### config.mk
export PLATFORM = sky130hd
export DESIGN_NAME = forwarding_scoreboard
export DESIGN_NICKNAME = d
export VERILOG_FILES = /design/src/rtl/forwarding_scoreboard.sv
export SDC_FILE = /design/constraint.sdc
export NUM_CORES = 1
export LEC_CHECK = 0
export CORE_ASPECT_RATIO = 1.2
export CORE_MARGIN = 3
export CORE_UTILIZATION = 45
export CTS_CLUSTER_DIAMETER = 80
export DETAILED_ROUTE_END_ITERATION = 10
export DONT_BUFFER_PORTS = 1
export SLEW_MARGIN = 25
export SYNTH_ARGS = -nofsm -noshare
export SYNTH_HDL_FRONTEND = slang
export SYNTH_SLANG_ARGS = --single-unit
### constraint.sdc
create_clock -name CLK -period 2.05 [get_ports CLK]
set_input_delay 0.3075 -clock CLK [delete_from_list [all_inputs] [get_ports CLK]]
set_output_delay 0.3075 -clock CLK [all_outputs]
set_load 0.02 [all_outputs]
### src/rtl/forwarding_scoreboard.sv
// Decode-stage operand forwarding and hazard unit: a shift-register scoreboard of in-flight
// register writes selects the youngest producer per source port and flags not-yet-ready results.
module forwarding_scoreboard #(
    parameter int unsigned NREAD   = 2,
    parameter int unsigned DEPTH   = 3,
    parameter int unsigned REGBITS = 5,
    parameter int unsigned SELW    = $clog2(DEPTH + 1),
    // A single tracked stage still needs a 1-bit ready field.
    parameter int unsigned RDYW    = (DEPTH > 1) ? $clog2(DEPTH) : 1
) (
    input  logic                     CLK,
    input  logic                     RST,
    input  logic [NREAD*REGBITS-1:0] rs_dec,
    input  logic                     issue_valid,
    input  logic                     issue_wen,
    input  logic [REGBITS-1:0]       issue_rd,
    input  logic [RDYW-1:0]          issue_rdy,
    input  logic                     freeze,
    input  logic                     flush,
    output logic [NREAD*SELW-1:0]    fwd_sel,
    output logic                     hazard_stall,
    output logic [31:0]              stall_cycles
);

    logic [DEPTH-1:0]   slot_valid;
    logic [REGBITS-1:0] slot_rd  [DEPTH];
    logic [RDYW-1:0]    slot_rdy [DEPTH];
    logic [NREAD-1:0]   port_stall;
    logic               load_slot0;

    // Scan oldest to youngest so the youngest matching slot has the final word.
    always_comb begin
        fwd_sel    = '0;
        port_stall = '0;
        for (int p = 0; p < int'(NREAD); p++) begin
            for (int i = int'(DEPTH) - 1; i >= 0; i--) begin
                if (slot_valid[i] && (slot_rd[i] == rs_dec[p*REGBITS +: REGBITS]) &&
                    (rs_dec[p*REGBITS +: REGBITS] != '0)) begin
                    if (int'(slot_rdy[i]) <= i) begin
                        fwd_sel[p*SELW +: SELW] = SELW'(i + 1);
                        port_stall[p]           = 1'b0;
                    end else begin
                        fwd_sel[p*SELW +: SELW] = '0;
                        port_stall[p]           = 1'b1;
                    end
                end
            end
        end
    end

    assign hazard_stall = issue_valid & (|port_stall);
    assign load_slot0   = issue_valid & issue_wen & (issue_rd != '0) & ~hazard_stall & ~flush;

    always_ff @(posedge CLK or posedge RST) begin
        if (RST) begin
            slot_valid <= '0;
            for (int i = 0; i < int'(DEPTH); i++) begin
                slot_rd[i]  <= '0;
                slot_rdy[i] <= '0;
            end
        end else if (freeze) begin
            if (flush) begin
                slot_valid[0] <= 1'b0;
            end
        end else begin
            for (int i = 1; i < int'(DEPTH); i++) begin
                slot_valid[i] <= slot_valid[i-1];
                slot_rd[i]    <= slot_rd[i-1];
                slot_rdy[i]   <= slot_rdy[i-1];
            end
            slot_valid[0] <= load_slot0;
            slot_rd[0]    <= issue_rd;
            slot_rdy[0]   <= issue_rdy;
        end
    end

    // Only hazard stalls are counted; cycles lost to freeze belong to the memory system.
    always_ff @(posedge CLK or posedge RST) begin
        if (RST) begin
            stall_cycles <= '0;
        end else if (hazard_stall && !freeze && (stall_cycles != 32'hFFFF_FFFF)) begin
            stall_cycles <= stall_cycles + 32'd1;
        end
    end

endmodule

# Word-level counts from Yosys, hierarchy flattened
# Index checks and enable logic that the tools add are counted.
# Widths: inputs -> output; s select.
[classes]
addsub = 1
mul = 0
n_div = 0
n_lt_le_gt_ge = 3
n_eq_ne = 8
n_shift = 0
muxes = 20
n_bitwise = 7
n_reduce_logical = 19
[ops]
columns = ["operator", "count"]
rows = [
  ["$add 32x1->32 const B", 1],
  ["$ne 32x32->1 const B", 1],
  ["$eq 5x5->1", 6],
  ["$mux 2", 8],
  ["$reduce_bool 5->1", 3],
  ["$logic_and 1x1->1", 14],
  ["$mux 1", 12],
  ["$and 1x1->1", 5],
  ["$le 2x1->1 const B", 2],
  ["$le 2x2->1 const B", 1],
  ["$ne 2x1->1 const B", 1],
  ["$not 1->1", 2],
  ["$reduce_or 2->1", 1],
  ["$logic_not 1->1", 1],
]
[totals]
register_bits = 56
latch_bits = 0
ramBits = 0
rom_bits = 0
inputBits = 23
out_inout_bits = 37
elab_cells = 67
mem_count = 0

# Longest topological paths before layout
[depth]
word_depth = 12
ltp_mapped = 9
depth_no_buf = 7

# Worst setup path after synthesis
# Ideal clock, no wire load.
[synth_timing]
path_type = "reg2out"
startpoint = "register slot_rd[6] (netlist bit)"
endpoint = "output port hazard_stall"
arrival_time_ns = 2.050
slack_ns = -0.308
stages_incl_launch_ff = 8
cell_sequence = "dfrtp_1 -> xor2_1 -> nor4_1 -> o2111ai_1 -> o221a_1 -> o22a_4 -> buf_4 -> nor2b_1"
[synth_between]
elab_chain_len = 7
elab_cells_between_ends = 12
classes_between = "eq/ne (2); mux (4); bitwise (1); reduce/logical (5)"
[synth_rtl]
columns = ["item", "line_no", "rtl"]
rows = [
  ["start: declaration", "26", "logic [REGBITS-1:0] slot_rd [DEPTH];"],
  ["start signal: indexed assignment", "68", "slot_rd[i] <= slot_rd[i-1];"],
  ["$eq 5x5->1", "37", "if (slot_valid[i] && (slot_rd[i] == rs_dec[p*REGBITS +: REGBITS]) &&"],
  ["$logic_and 1x1->1 (2 in series)", "37", ""],
  ["$mux 1 (2 in series)", "37", ""],
  ["$reduce_or 2->1 (*)", "51", "assign hazard_stall = issue_valid & (|port_stall);"],
  ["$and 1x1->1 (*)", "51", ""],
  ["end: declaration", "21", "output logic hazard_stall,"],
]
# Mark *: on every way between the ends. The rest lies on a longest branch, timed or not.

# Final worst setup path
[layout_timing]
startpoint = "register slot_rd[9] (netlist bit)"
endpoint = "output port hazard_stall"
# The elaborated chain is that of the path after synthesis.

==> summary.txt <==
Synthesis
  • Avg Inst Size Synth: around 11 um2
  • EDFF count, synth: 0
  • Async set or reset register ratio after synthesis: 1.00
  • Register area share after synthesis: 0.459
  • Post-Synth Adder-Cell Area: 0.00410
  • Mux cell area share after synthesis: 0.0811
  • Mapped Cells: between 200 and 300
  • Synthesis warning total: 0
  • Simple-Gate Fraction of Synth Area: 0.217
  • Synth unique cells: 44
  • Post-Syn Area: between 0.003 and 0.004 mm2
  • Syn_nets: 309
  • Top_reg_cell synth: dfrtp_1
  • Flop and latch count out of synthesis: 56
  • Largest family of logic cells by synthesized area: simple AND/OR/NAND/NOR gates
  • Compound-gate portion of the synthesized area: 0.0430
  • XOR/XNOR share of the synthesized area: 0.172

Critical path
  • Crit path from: slot_rd[9]
  • R2r endpoint: stall_cycles[6]
  • Worst path slowest cell: dfrtp_1
  • Worst reg-to-reg path cell count: 9
  • R2R Setup Slk: -0.40 ns
  • Crit-path cells: xor2_1 -> nor4_2 -> o2111ai_2 -> o221a_1 -> o22a_4 -> buf_6 -> nor2b_4
  • CP endpoint kind: primary output
  • Worst path max stage delay: ~0.40 ns
  • Worst-path maximum fanout: 2
  • CP Data Arrival Time: ~2.2 ns
  • Type of the worst setup path: reg -> out
  • FF-to-FF Start: slot_rd[9]
  • Startpoint Class: flop
  • Crit path depth: 7
  • Buffering stage count on the worst path with inverters included: 1
  • Critical Path RT: roughly 1.7 ns
  • Worst setup endpoint: hazard_stall
  • CP top delay family: compound AO/OA/AOI/OAI gates

CTS
  • Clk pin slew, worst setup/hold paths: between 0.1 and 0.15 ns
  • TritonCTS clock tree: done
  • TritonCTS Sinks: 56
  • Clock buffer depth: 2
  • Number of H-tree levels: 2
  • Clock Tree Root: clkbuf_8
  • Total clock buffers created by CTS: 5
  • Clk_lat worst skew: 0.31 ns

Min path
  • Hold Crit Start: flush
  • Hold crit path type: in -> reg

Detailed routing
  • Vias: around 2400
  • Wire length per cell: roughly 17 um
  • TritonRoute pass-1 iters: 4
  • Uppermost layer routed: met4
  • Drt drc: 0
  • Initial DRC Count: 82
  • Met2 WL: slightly above 4000 um
  • Routed length on met3: approximately 360 um
  • DRT met1 WL: between 2000 and 3000 um
  • Routed vias/inst: 5.43
  • DRT antenna net count: 0
  • Drt total wl: 7450 um

STA
  • # setup viols final: 38
  • Max-slew violation count: 0
  • Hold Violations, Final: 0
  • TNS Setup: -9.53 ns
  • Worst-Margin Slew: between 0.5 and 0.6 ns
  • RSZ-0062 raised after global routing: yes
  • Worst setup margin: -0.451 ns
  • Worst Skew: between 0.01 and 0.015 ns
  • Max Freq: 400 MHz
  • Final Cycle Share: 1.22
  • Max-Slew Margin vs Limit: 0.624
  • Crit path time final: around 2.5 ns

Finish
  • Area taken by multi-input logic gates: ~0.002 mm2
  • Diode count: 0
  • Layout area overhead: 39.4%
  • Register area: 0.00141 mm2
  • # nets final: approximately 380
  • Most common cell after layout, fill and taps aside: buf_4
  • Most frequent cells in the layout: 68 x buf_4, 52 x dfrtp_1, 37 x xor2_1
  • Layout fillers: 531
  • Share of post-route cells with drive strength above 1: 0.446

Power and ir drop
  • Leakage: between 2 and 2.5 nW
  • Max IR drop VDD: 0.325 mV
  • Cell Pwr Density: 575 mW/mm2
  • Total power: approximately 0.0024 W

Global routing
  • First-pass GRT wire length: around 12000 um
  • Largest net degree at the start of global routing: 33
  • Initial antenna violation count: 0
  • Total gr overflow: 0
  • Number of global-route vias before repair: between 2000 and 3000
  • GR Util All Layers: 0.201

Status
  • Outcome: finished, violations left
  • Violated checks: setup timing

Place
  • I/O Buffers: 0
  • Hpwl dp: between 5000 and 6000 um
  • Gp weighted congestion: between 0.9 and 1
  • Dpl ws: -0.388 ns

Floorplan
  • Core Area: about 0.0065 mm2
  • Die Ht: roughly 96 um
  • Die area: ~0.0078 mm2
  • Starting Density: 0.468
  • Number of core rows: 32
  • Die extent in x: ~81 um
  • Num ports: 60

Flow run
  • Max Cap Violations: 0
[final cells by class]
class / instances / area share
Clock buffer: 6 / 0.0194
Inverter: 5 / 0.00441
Sequential cell: 56 / 0.330
Timing Repair Buffer: 78 / 0.154
Multi-Input combinational cell: 214 / 0.458
Tap cell: 85 / 0.0250
Clock inverter: 2 / 0.00911
[routing by layer]
layer	global-route usage	up-vias
met4	0.0507	0
met3	0.0375	9
met2	0.374	56
met1	0.234	1197
li1	-	1162
met5	0	-
[cells by family (layout without fill, tap and decap cells)]
| group | Yosys count | count (layout) |
|---|---|---|
| multiplexers | 22 | 22 |
| buffers and inverters | 15 | 91 |
| adder cells (fa/ha/maj) | 1 | 1 |
| XOR/XNOR | 60 | 60 |
| AND/OR/NAND/NOR | 115 | 115 |
| flip-flops | 56 | 56 |
| AO/OA/AOI/OAI | 16 | 16 |
[report_power, final]
group | internal, W | switching, W | total (W)
clock | 0.000400 | 0.000367 | 0.000767
sequential | 0.00117 | 0.0000615 | 0.00123
combinational | 0.000250 | 0.000196 | 0.000445
total | 0.00182 | 0.000624 | 0.00245
[cell usage after synthesis (2+ instances only)]
cell,number,share of area
o211ai_1,2,0.0049
nand3_1,13,0.021
buf_2,4,0.0066
dfrtp_1,56,0.46
and4_1,2,0.0057
nor2_1,12,0.015
nor4_4,3,0.021
xnor2_1,23,0.066
nor2b_1,2,0.0041
nor3b_1,2,0.0049
mux2_2,21,0.077
nand2_1,22,0.027
nand4_1,11,0.023
nor3_1,25,0.041
or4_1,3,0.0074
o21ai_0,2,0.0033
and3_1,5,0.010
inv_1,5,0.0061
clkbuf_1,3,0.0037
o2111ai_1,2,0.0057
and2_1,3,0.0061
nor4_1,3,0.0061
nor4b_1,2,0.0057
nor3b_2,2,0.0082
a21oi_1,2,0.0033
xor2_1,37,0.11
[flip-flops by register name (all words and copies together) (netlist names)]
name          count
slot_valid        3
slot_rdy          6
stall_cycles     32
slot_rd          15
[worst reg2reg max path: cells and delay by family (launching register included)]
family | cells | cell delay, ns
flops | 1 | 0.40
compound gates | 3 | 0.70
xor+xnor | 2 | 0.31
buf+inv | 2 | 0.34
simple gates | 2 | 0.62
[per-stage QoR]
step | std cells | util | cell area, um2 | hold slack, ns
2_1_floorplan | 285 | - | 3150 | 0.371
3_3_place_gp | 432 | 0.579 | 3780 | 0.274
3_5_place_dp | 432 | 0.579 | 3780 | 0.285
4_1_cts | 446 | 0.638 | 4170 | 0.0320
5_1_grt | 446 | 0.652 | 4260 | 0.0247
6_report | 446 | 0.652 | 4260 | 0.0431
[what timing repair did]
item                       CTS  global route
cloned                       0             0
setup endpoints to repair   38            38
buffers inserted             5             0
resized for setup           42            16
pin swaps                   21            19
hold endpoints to repair    24             0
hold buffers                 1             0
[worst min path at each step]
stage / to / depth (start not counted) / slack, ns
3_3_place_gp: slot_rd[13] / 1 / 0.27
5_1_grt: slot_valid[0] / 1 / 0.02
6_report: slot_valid[0] / 1 / 0.04
3_5_place_dp: slot_rd[13] / 1 / 0.28
4_1_cts: slot_valid[0] / 1 / 0.03
2_1_floorplan: slot_valid[0] / 1 / 0.37
Note: power is estimated with default switching activity, not from simulation.
